File: src/rtl/riscv_core_pkg.sv
// Shared types and constants for the RISC-V core fetch front end.
// Holds the next-PC source select encoding and instruction length helpers.
package riscv_core_pkg;

  typedef enum logic [2:0] {
    SEL_REDIRECT = 3'd0,
    SEL_HOLD     = 3'd1,
    SEL_RAS      = 3'd2,
    SEL_BP       = 3'd3,
    SEL_SEQ      = 3'd4
  } next_pc_sel_e;

  localparam int unsigned ILEN_RVC = 2;
  localparam int unsigned ILEN_STD = 4;

  // Byte length of the instruction at the current PC.
  function automatic logic [2:0] inst_len(input logic is_compressed);
    logic [2:0] len;
    if (is_compressed) begin
      len = 3'(ILEN_RVC);
    end else begin
      len = 3'(ILEN_STD);
    end
    return len;
  endfunction

endpackage

File: src/rtl/riscv_core_ras.sv
// Return-address stack: circular buffer with a top pointer and saturating count.
// When full, a push overwrites the oldest entry so the newest RAS_DEPTH returns survive.
module riscv_core_ras
  import riscv_core_pkg::*;
#(
  parameter int unsigned RAS_DEPTH = 8,
  parameter int unsigned ADDRLEN   = 64
) (
  input  logic               clk,
  input  logic               rst,
  input  logic               push,
  input  logic               pop,
  input  logic               replace,
  input  logic [ADDRLEN-1:0] push_addr,
  output logic [ADDRLEN-1:0] top,
  output logic               empty
);

  localparam int unsigned PTR_W = $clog2(RAS_DEPTH);
  localparam int unsigned CNT_W = $clog2(RAS_DEPTH + 1);

  logic [ADDRLEN-1:0] mem_r [RAS_DEPTH];
  logic [PTR_W-1:0]   ptr_r;
  logic [PTR_W-1:0]   ptr_nxt_s;
  logic [PTR_W-1:0]   wr_ptr_s;
  logic               wr_en_s;
  logic [CNT_W-1:0]   cnt_r;
  logic [CNT_W-1:0]   cnt_nxt_s;
  logic               empty_r;

  // Pointer/count update and write-slot selection for push, replace and pop.
  always_comb begin
    ptr_nxt_s = ptr_r;
    cnt_nxt_s = cnt_r;
    wr_ptr_s  = ptr_r;
    wr_en_s   = 1'b0;
    if (push) begin
      ptr_nxt_s = ptr_r + PTR_W'(1);
      wr_ptr_s  = ptr_r + PTR_W'(1);
      wr_en_s   = 1'b1;
      if (cnt_r != CNT_W'(RAS_DEPTH)) begin
        cnt_nxt_s = cnt_r + CNT_W'(1);
      end else begin
        cnt_nxt_s = cnt_r;
      end
    end else if (replace) begin
      wr_ptr_s = ptr_r;
      wr_en_s  = 1'b1;
    end else if (pop) begin
      if (cnt_r != CNT_W'(0)) begin
        ptr_nxt_s = ptr_r - PTR_W'(1);
        cnt_nxt_s = cnt_r - CNT_W'(1);
      end else begin
        ptr_nxt_s = ptr_r;
        cnt_nxt_s = cnt_r;
      end
    end else begin
      wr_en_s = 1'b0;
    end
  end

  // Pointer, count and empty flag registers; first push lands in slot 0.
  always_ff @(posedge clk) begin
    if (rst) begin
      ptr_r   <= PTR_W'(RAS_DEPTH - 1);
      cnt_r   <= CNT_W'(0);
      empty_r <= 1'b1;
    end else begin
      ptr_r   <= ptr_nxt_s;
      cnt_r   <= cnt_nxt_s;
      empty_r <= (cnt_nxt_s == CNT_W'(0));
    end
  end

  // Entry storage, cleared on reset so the top never exposes stale data.
  always_ff @(posedge clk) begin
    if (rst) begin
      for (int i = 0; i < int'(RAS_DEPTH); i++) begin
        mem_r[i] <= {ADDRLEN{1'b0}};
      end
    end else if (wr_en_s) begin
      mem_r[wr_ptr_s] <= push_addr;
    end
  end

  assign top   = mem_r[ptr_r];
  assign empty = empty_r;

endmodule

File: src/rtl/riscv_core_pc_gen.sv
// Registered fetch PC generator: prioritised redirects, stall hold, RAS and
// branch predictor targets, then sequential RVC-aware increment.
module riscv_core_pc_gen
  import riscv_core_pkg::*;
#(
  parameter int unsigned        ADDRLEN      = 64,
  parameter logic [ADDRLEN-1:0] RESET_VECTOR = {ADDRLEN{1'b0}},
  parameter int unsigned        NUM_REDIRECT = 3,
  parameter int unsigned        RAS_DEPTH    = 8
) (
  input  logic                            i_pc_gen_clk,
  input  logic                            i_pc_gen_rst,
  input  logic                            i_pc_gen_stall,
  input  logic [NUM_REDIRECT-1:0]         i_pc_gen_redirect_valid,
  input  logic [NUM_REDIRECT*ADDRLEN-1:0] i_pc_gen_redirect_addr,
  input  logic                            i_pc_gen_bp_valid,
  input  logic                            i_pc_gen_bp_taken,
  input  logic [ADDRLEN-1:0]              i_pc_gen_bp_target,
  input  logic                            i_pc_gen_is_compressed,
  input  logic                            i_pc_gen_call,
  input  logic                            i_pc_gen_ret,
  output logic [ADDRLEN-1:0]              o_pc_gen_pc,
  output logic                            o_pc_gen_pc_valid,
  output logic                            o_pc_gen_redirected,
  output logic                            o_pc_gen_ras_empty
);

  logic [ADDRLEN-1:0] pc_r;
  logic               pc_valid_r;
  logic               redirected_r;

  logic               redir_any_s;
  logic [ADDRLEN-1:0] redir_addr_s;
  logic [ADDRLEN-1:0] seq_pc_s;
  logic [ADDRLEN-1:0] ras_top_s;
  logic               ras_empty_s;
  logic               ras_en_s;
  logic               ras_push_s;
  logic               ras_pop_s;
  logic               ras_replace_s;
  next_pc_sel_e       sel_s;
  logic [ADDRLEN-1:0] next_raw_s;
  logic [ADDRLEN-1:0] next_pc_s;

  // Fixed-priority redirect encoder: walking down means the lowest index wins.
  always_comb begin
    redir_any_s  = |i_pc_gen_redirect_valid;
    redir_addr_s = {ADDRLEN{1'b0}};
    for (int k = int'(NUM_REDIRECT) - 1; k >= 0; k--) begin
      if (i_pc_gen_redirect_valid[k]) begin
        redir_addr_s = i_pc_gen_redirect_addr[k*ADDRLEN +: ADDRLEN];
      end else begin
        redir_addr_s = redir_addr_s;
      end
    end
  end

  assign seq_pc_s = pc_r + {{(ADDRLEN-3){1'b0}}, inst_len(i_pc_gen_is_compressed)};

  // The RAS only moves on a real fetch advance; call+ret on a non-empty
  // stack swaps the top in place so the count is unchanged.
  assign ras_en_s      = !redir_any_s && !i_pc_gen_stall;
  assign ras_replace_s = ras_en_s && i_pc_gen_call && i_pc_gen_ret && !ras_empty_s;
  assign ras_push_s    = ras_en_s && i_pc_gen_call && !ras_replace_s;
  assign ras_pop_s     = ras_en_s && i_pc_gen_ret && !i_pc_gen_call && !ras_empty_s;

  riscv_core_ras #(
    .RAS_DEPTH (RAS_DEPTH),
    .ADDRLEN   (ADDRLEN)
  ) u_ras (
    .clk       (i_pc_gen_clk),
    .rst       (i_pc_gen_rst),
    .push      (ras_push_s),
    .pop       (ras_pop_s),
    .replace   (ras_replace_s),
    .push_addr (seq_pc_s),
    .top       (ras_top_s),
    .empty     (ras_empty_s)
  );

  // Next-PC source priority.
  always_comb begin
    sel_s = SEL_SEQ;
    if (redir_any_s) begin
      sel_s = SEL_REDIRECT;
    end else if (i_pc_gen_stall) begin
      sel_s = SEL_HOLD;
    end else if (i_pc_gen_ret && !ras_empty_s) begin
      sel_s = SEL_RAS;
    end else if (i_pc_gen_bp_valid && i_pc_gen_bp_taken) begin
      sel_s = SEL_BP;
    end else begin
      sel_s = SEL_SEQ;
    end
  end

  // Next-PC mux; bit 0 is always cleared since no legal fetch PC is odd.
  always_comb begin
    next_raw_s = seq_pc_s;
    case (sel_s)
      SEL_REDIRECT: next_raw_s = redir_addr_s;
      SEL_HOLD:     next_raw_s = pc_r;
      SEL_RAS:      next_raw_s = ras_top_s;
      SEL_BP:       next_raw_s = i_pc_gen_bp_target;
      SEL_SEQ:      next_raw_s = seq_pc_s;
      default:      next_raw_s = seq_pc_s;
    endcase
    next_pc_s = next_raw_s & ~{{(ADDRLEN-1){1'b0}}, 1'b1};
  end

  // PC, valid and redirected registers.
  always_ff @(posedge i_pc_gen_clk) begin
    if (i_pc_gen_rst) begin
      pc_r         <= RESET_VECTOR;
      pc_valid_r   <= 1'b0;
      redirected_r <= 1'b0;
    end else begin
      pc_r         <= next_pc_s;
      pc_valid_r   <= 1'b1;
      redirected_r <= redir_any_s;
    end
  end

  assign o_pc_gen_pc         = pc_r;
  assign o_pc_gen_pc_valid   = pc_valid_r;
  assign o_pc_gen_redirected = redirected_r;
  assign o_pc_gen_ras_empty  = ras_empty_s;

endmodule

File: config.mk
export PLATFORM = sky130hd
export DESIGN_NAME = riscv_core_pc_gen
export DESIGN_NICKNAME = d
export VERILOG_FILES = /design/src/rtl/riscv_core_pkg.sv /design/src/rtl/riscv_core_ras.sv /design/src/rtl/riscv_core_pc_gen.sv
export SDC_FILE = /design/constraint.sdc
export NUM_CORES = 1
export LEC_CHECK = 0
export BUFFER_PORTS_ARGS = -buffer_cell sky130_fd_sc_hd__buf_2
export CELL_PAD_IN_SITES_DETAIL_PLACEMENT = 0
export CELL_PAD_IN_SITES_GLOBAL_PLACEMENT = 1
export CORE_MARGIN = 2
export CORE_UTILIZATION = 43
export CTS_CLUSTER_DIAMETER = 50
export DETAILED_ROUTE_END_ITERATION = 8
export MAX_ROUTING_LAYER = met4
export PLACE_DENSITY_LB_ADDON = 0.1
export SLEW_MARGIN = 20
export SYNTH_ARGS = -nofsm -noshare
export SYNTH_HDL_FRONTEND = slang
export SYNTH_SLANG_ARGS = --single-unit
export TNS_END_PERCENT = 10
File: constraint.sdc
create_clock -name i_pc_gen_clk -period 4.65 [get_ports i_pc_gen_clk]
set_clock_uncertainty 0.05 [all_clocks]
set_input_delay 0.93 -clock i_pc_gen_clk [delete_from_list [all_inputs] [get_ports i_pc_gen_clk]]
set_output_delay 0.93 -clock i_pc_gen_clk [all_outputs]
set_load 0.02 [all_outputs]
* After elaboration in Yosys (flattened, before gate mapping)
Memories as Yosys holds them, arrays and structs flattened. A register that Yosys moved wholly into a read port is not among the register bits. Index checks and enable logic that the tools add are counted. Widths: inputs -> output; s select.
Cells by class: add/sub/neg operators 5, $mul 0, divide/modulo/power cells 0, magnitude comparators 0, equality and inequality tests 5, shift-type cells 0, multiplexer cells 32, bitwise operators 0, reductions and logical operators 23
Operator list (number):
- $mux 64 | 4
- $pmux 64 s4 | 1
- $add 64x3->64 | 1
- $reduce_or 64->1 | 1
- $mux 3 | 13
- $mux 4 | 5
- $logic_and 1x1->1 | 10
- $mux 1 | 9
- $eq 3x2->1 const B | 2
- $logic_not 1->1 | 5
- $add 4x1->4 const B | 1
- $logic_not 4->1 | 1
- $ne 4x4->1 const B | 1
- $reduce_bool 2->1 | 2
- $reduce_bool 4->1 | 1
- $sub 4x1->4 const B | 1
- $add 3x1->3 const B | 1
- $eq 3x1->1 const B | 1
- $logic_not 3->1 | 1
- $reduce_and 3->1 | 1
- $reduce_or 3->1 | 1
- $sub 3x1->3 const B | 1
- $ne 2x2->1 const B | 1
Word-level totals: register bits 74, latch bits 0, RAM bits 512, memory bits (read-only) 0, logic and storage cells 73, memories kept 1
Memories:
- u_ras.mem_r | words 8, width 64, rd ports 1, clocked after Yosys merged registers in 1, write ports 8, RTL line riscv_core_ras.sv:22 | logic [ADDRLEN-1:0] mem_r [RAS_DEPTH];

* Longest topological paths before layout
Gate-level depths: netlist of the first run.
depth in word-level cells 14, mapped depth 11, mapped depth without buffers 9

* Cells and area by module
Synthesis of the first run repeated with hierarchy kept, for this count alone.
Second synthesis, totals: cells, all modules 2350, area total of the unflattened synthesis 30175.2 um2
By module, submodules not included:
- riscv_core_ras | times used 1, cells each 1411, area an instance 23506.3 um2, seq. area each 15595.0 um2
- riscv_core_pc_gen | times used 1, cells each 939, area an instance 6668.9 um2, seq. area each 1301.2 um2

* Worst setup path after synthesis of the first run
OpenSTA, ideal clock, no wires.
path type input port to flip-flop, start point in i_pc_gen_redirect_valid[0], end point mem u_ras.mem_r[4][10] (enable), library setup time 0.681 ns, data arrival time 3.974 ns, data required time 3.919 ns, slack -0.055 ns, stages 10, path buffers 4, path through buf_2 nor4_4 and3_1 buf_4 mux2_2 a21oi_1 nand2b_1 clkbuf_1 buf_1 nand2_1
RTL lines:
- from (decl) | RTL line riscv_core_pc_gen.sv:14 | input logic [NUM_REDIRECT-1:0] i_pc_gen_redirect_valid,
- to (decl) | RTL line riscv_core_ras.sv:22

==> results of run 1 <==
[flip-flops by register name, indices dropped and copies added, names as in the netlist, named ones only]
name	cells
o_pc_gen_pc	63
o_pc_gen_pc_valid	1
o_pc_gen_redirected	1
u_ras.cnt_r	4
u_ras.empty	1
u_ras.mem_r	504
u_ras.ptr_r	3
[worst max-delay path, cell delays in order]
cell and delay, ns:
buf_2 0.12, ha_1 0.17, inv_1 0.05, fa_1 0.51
nand3b_1 0.37, nor4_4 0.49, buf_4 0.23, nand4_1 0.43
nor3_2 0.41, xnor2_1 0.35, nor2_1 0.09
[routing by layer]
| metal | global-route usage | share of wire |
|---|---|---|
| met5 | - | 0 |
| met4 | 0.1038 | 0.031 |
| met3 | 0.04999 | 0.084 |
| met2 | 0.5033 | 0.49 |
| met1 | 0.4000 | 0.40 |
[cells in the mapped netlist (17+ instances only)]
cell type and instances:
nand2_1 155, buf_2 43, buf_1 25, clkbuf_1 105
nor4_1 25, o21ai_0 97, nor3_1 44, nor2_1 577
nand3_1 41, dfxtp_1 76, mux4_2 124, a31oi_1 17
a22o_1 20, nand4_1 31, mux2i_1 27, xnor2_1 38
xor2_1 22, a21oi_1 59, a22oi_1 71, edfxtp_1 504
inv_1 29, a211oi_1 19
[cells by family (layout without fill, tap and decap cells)]
group                      Yosys count  after routing  synth area share
adders and majority gates            9              9          0.004278
and+or+nand+nor                    940            940            0.1441
AOI/OAI and AO/OA                  389            389           0.09375
other                                1              2         0.0001335
muxes                              157            157            0.1115
buffers and inverters              217            596           0.03377
xor gates and xnor gates            61             61           0.01929
DFF                                580            580            0.5931
[worst max path at each step]
stage	end	slack, ns
floorplan	u_ras.mem_r[5][10]	0.03
global route	u_ras.mem_r[2][53]	0.61
detailed placement	u_ras.mem_r[2][53]	0.23
CTS	u_ras.mem_r[2][53]	0.85
finish	u_ras.mem_r[2][53]	0.75
global placement	u_ras.mem_r[2][53]	0.24
[area by class of cell]
cell class / count / share of cell area
antenna: 1 / 0.00007427
clock buffer: 97 / 0.06127
clock inverter: 39 / 0.01292
inverter: 30 / 0.003342
multi-input combinational: 1557 / 0.3147
sequential: 580 / 0.4947
tap: 855 / 0.03175
timing repair buffer: 430 / 0.08125
[power by group]
part | internal (mW) | total, mW | switching (mW) | leakage (nW)
combinational | 0.422 | 1.12 | 0.699 | 5.17
clock | 3.60 | 5.87 | 2.27 | 1.21
sequential | 5.84 | 5.99 | 0.154 | 5.83
total | 9.85 | 13.0 | 3.13 | 12.2
[cells in the final DEF, fill, tap and decap left out, types with 7 or more instances in the layout]
master / count
nor2_1: 575
edfxtp_1: 504
buf_2: 326
nand2_1: 143
mux4_2: 124
o21ai_0: 97
clkbuf_16: 79
buf_4: 78
dfxtp_1: 73
a22oi_1: 71
a21oi_1: 59
nor3_1: 42
nand3_1: 40
xnor2_1: 38
nand4_1: 31
inv_1: 28
mux2i_1: 27
buf_12: 26
nor4_1: 24
xor2_1: 22
a22o_1: 20
a211oi_1: 19
a31oi_1: 17
a2111oi_0: 16
clkbuf_1: 16
a221oi_1: 15
o22ai_1: 12
o211ai_1: 12
and3_1: 11
o211a_1: 10
clkinv_1: 10
clkinv_2: 9
nand2_4: 8
ha_1: 8
bufinv_16: 8
and2_1: 7
==> flow_summary.yaml, run 1 <==
outcome:
  status: "complete, no violations"
die:
  rows: 93
  dieArea_mm2: 0.06736
  io-pin-count: 334
  die_h_um: 259.5
  core-area_mm2: 0.06446
  start_util: 0.4356
  die_x_um: 259.5
setup_path:
  setup.worst_path.class: "input pin to register"
  rr_worst_depth: 10
  reg2reg_slack_ns: 0.86
  crit_path_end_kind: "register"
  critPathLaunchType: "input pin"
  reg2reg_to: "u_ras.mem_r[2][53]"
  critPathArrivalTime_ns: 4.16
  crit_path_start: "i_pc_gen_is_compressed"
  r2r_start: "o_pc_gen_pc[1]"
  worstPathRequired_ns: 4.91
  crit_fanout: 8
placement:
  portBuffers: 328
  placed_cell_area_mm2: 0.03119
  gp_congestion: 0.8786
  dp.cells: 3452
  dp_hpwl_um: 64490
  pre_cts_slack_ns: 0.2298
finish:
  seqCellArea_mm2: 0.01667
  fin_util: 0.5227
  multiInputGateArea_mm2: 0.01061
  nets: 2949
  finalInstanceArea_mm2: 0.03369
  final_cells: 3589
  syn_to_final_growth_pct: 19.99
  fillers: 5657
  drive_gt1_frac: 0.2616
sta:
  fmax_ghz: 0.2564
  setup_violations: 0
  final_max_slew_viol_count: 0
  hold_slack_ns: 0.4619
  rsz0062_at_grt: "false"
  worstMarginPinSlew_ns: 1.189
  tns_ns: 0
  hold_viol: 0
  post-route-min-period_ns: 3.901
  worst_slack_ns: 0.7495
  maxSlewHeadroom: 0.2076
  period_share: 0.8388
detailed_routing:
  vias: 21740
  dr.pass1.iters: 6
  drtIter0Drc: 2065
  viasPerCell: 6.058
  drtAntennaViolNets: 0
  drc: 0
  wl_um: 102300
  wl_per_cell_um: 28.51
min_path:
  min_path_cells: 2
  min_from: "u_ras.ptr_r[0]"
  hold_class: "register to register"
synthesis:
  syn_nets: 2630
  synth_area_leaders: "edfxtp_1, mux4_2, nor2_1"
  synth_top_cell_area_share: 0.5390
  synth-edff-count: 504
  synth_seq_area_share: 0.5931
  netlist-cell-type-count: 72
  yosys_warnings: 0
  syn_inst: 2354
  syn_avg_cell_area_um2: 11.93
  synth_area_mm2: 0.02808
  async_flop_share: 0
  synth_largest_area_cell: "edfxtp_1"
  ys.flop_type: "edfxtp_1"
  synth_seq_cells: 580
job:
  drv_cap: 0
grt:
  grt_usage: 0.3108
  antenna_found_initial: 2
  grt_first_pass_wirelength_um: 146200
  gr-total-overflow: 0
  grt_pass1_vias: 21530
  grt_max_degree: 77
clock_tree:
  cts_root_buf: "clkbuf_16"
  clk_pin_slew_ns: 0.06
  clockBufferDepth: 3
  cts.sink_count: 580
  htreeDepth: 3
  clock_latency_ns: 0.62
  cts_buffers: 74
  ctsHoldBuffers: 0
  cts_setup_buffers: 0
  cts_resized: 0
  tritoncts: "done"
pwr:
  p_per_area_mw_per_mm2: 385.2
  leakage_nw: 12.22
  finalPower_mw: 12.98
  irDropWorstVdd_mv: 0.2749
(Power assumes the default switching activity.)
==> run 2, diff against run 1 <==
--- a/config.mk
+++ b/config.mk
@@ -9,7 +9,7 @@
 export CELL_PAD_IN_SITES_DETAIL_PLACEMENT = 0
 export CELL_PAD_IN_SITES_GLOBAL_PLACEMENT = 1
 export CORE_MARGIN = 2
-export CORE_UTILIZATION = 43
+export CORE_UTILIZATION = 47
 export CTS_CLUSTER_DIAMETER = 50
 export DETAILED_ROUTE_END_ITERATION = 8
 export MAX_ROUTING_LAYER = met4
==> constraint.sdc (replaced) <==
create_clock -name i_pc_gen_clk -period 3.9 [get_ports i_pc_gen_clk]
set_clock_uncertainty 0.05 [all_clocks]
set_input_delay 0.78 -clock i_pc_gen_clk [delete_from_list [all_inputs] [get_ports i_pc_gen_clk]]
set_output_delay 0.78 -clock i_pc_gen_clk [all_outputs]
set_load 0.02 [all_outputs]
==> flow_summary.yaml, run 2 (synthesis gave the netlist of run 1 again) <==
outcome:
  status: "complete, no violations"
clock_tree:
  cts_root_buf: "clkbuf_16"
  clock_latency_ns: 0.61
  cts_setup_buffers: 0
  ctsHoldBuffers: 0
  cts_resized: 0
  clk_pin_slew_ns: 0.07
  htreeDepth: 3
  cts_buffers: 68
  cts.sink_count: 580
  clockBufferDepth: 3
  tritoncts: "done"
grt:
  grt_max_degree: 74
  grt_usage: 0.3353
  antenna_found_initial: 1
  gr-total-overflow: 0
  grt_first_pass_wirelength_um: 146900
  grt_pass1_vias: 21840
setup_path:
  crit_top_cell: "nor2_1"
  crit_fanout: 8
  crit_path_max_incr_delay_ns: 0.52
  crit_path_end_kind: "register"
  setup.worst_path.class: "register to register"
  cp_slowest_cell: "nor4_4"
  path_cells: "ha_1 -> inv_1 -> fa_1 -> nand3b_1 -> nor4_4 -> nand4_1 -> nor2_1 -> xnor2_1 -> nor2_1"
  critPathLaunchType: "register"
  worstPathRequired_ns: 4.17
  critPathArrivalTime_ns: 3.66
detailed_routing:
  wl_per_cell_um: 28.57
  drtIter0Drc: 2579
  vias: 22080
  dr.pass1.iters: 5
  viasPerCell: 6.199
  drc: 0
  wl_um: 101700
  drtAntennaViolNets: 0
sta:
  fmax_ghz: 0.2955
  post-route-min-period_ns: 3.384
  tns_ns: 0
  period_share: 0.8678
  worstMarginPinSlew_ns: 1.116
  setup_violations: 0
  hold_slack_ns: 0.3719
  rsz0062_at_grt: "false"
  hold_viol: 0
  maxSlewHeadroom: 0.2545
  final_max_slew_viol_count: 0
pwr:
  leakage_nw: 12.35
  irDropWorstVdd_mv: 0.3425
  p_per_area_mw_per_mm2: 430.8
  finalPower_mw: 14.53
die:
  die_x_um: 248.4
  dieArea_mm2: 0.06172
  core-area_mm2: 0.05902
  start_util: 0.4758
  die_h_um: 248.4
  io-pin-count: 334
  rows: 89
finish:
  nets: 3014
  final_cell_mix: "nor2_1, edfxtp_1, buf_2, buf_4, nand2_1"
  fillers: 5010
  largest_register_ffs: 504
  syn_to_final_growth_pct: 20.13
  largest_register: "u_ras.mem_r"
  layout_commonest_cell: "nor2_1"
  final_cells: 3561
  n_antenna_cell: 0
  drive_gt1_frac: 0.2751
job:
  drv_cap: 0
placement:
  portBuffers: 328
  dp_hpwl_um: 65930
  gp_congestion: 0.9092
  dp.cells: 3441
min_path:
  hold_class: "input pin to register"
## run 2: changes by cell type in the layout (fill, tap and decap cells not counted), moves of 3 or more
cell,previous run,this run
clkinv_1,10,6
clkinvlp_4,4,1
bufinv_16,8,3
buf_4,78,144
buf_12,26,31
inv_8,5,0
clkbuf_16,79,68
inv_6,1,6
clkbuf_1,16,23
## run 2: metrics by stage
step	area, um^2	utilization	setup WS (ns)
final	33730	0.5716	0.5155
after global placement	31680	0.5367	0.03501
after detailed placement	31680	0.5367	0.003067
after CTS	33730	0.5716	0.5671
after floorplan	28090	-	-0.5688
after global routing	33730	0.5716	0.4090
## run 2: final timing paths
kind         depth (start not counted)            endpoint                   from  slack [ns]
min reg2reg                          2            register         u_ras.ptr_r[0]        0.47
max                                  9  u_ras.mem_r[1][49]         o_pc_gen_pc[1]        0.52
min                                  3      o_pc_gen_pc[7]  i_pc_gen_bp_target[7]        0.37
max reg2reg                          9  u_ras.mem_r[1][49]         o_pc_gen_pc[1]        0.52
## run 2: layout make-up
class                           instances  area, um^2  area share
Multi-Input combinational cell       1557       10600      0.3142
Tap cell                              773       967.2     0.02867
Clock buffer                           93        1815     0.05382
Sequential cell                       580       16660      0.4940
Timing Repair Buffer                  501        3333     0.09881
Clock inverter                         27       242.7    0.007196
Inverter                               30       112.6    0.003338
## run 2: critical path, delay by kind of cell, from the launching register on
kind | cells | cell delay (ns)
simple gates | 5 | 1.73
flops | 1 | 0.35
xor+xnor | 1 | 0.35
buf+inv | 1 | 0.06
fa+ha+maj | 2 | 0.56
## run 2: power by group
group	total (mW)	switching, mW	internal (mW)
clock network	6.00	2.53	3.47
logic	1.40	0.856	0.545
registers	7.13	0.166	6.96
## run 2: layer usage
| metal | part of all wire | track usage | vias up |
|---|---|---|---|
| li1 | - | - | 9564 |
| met1 | 0.40 | 0.4450 | 11130 |
| met2 | 0.47 | 0.5202 | 1183 |
| met3 | 0.098 | 0.07097 | 196 |
| met4 | 0.033 | 0.1040 | 0 |
| met5 | 0 | - | - |
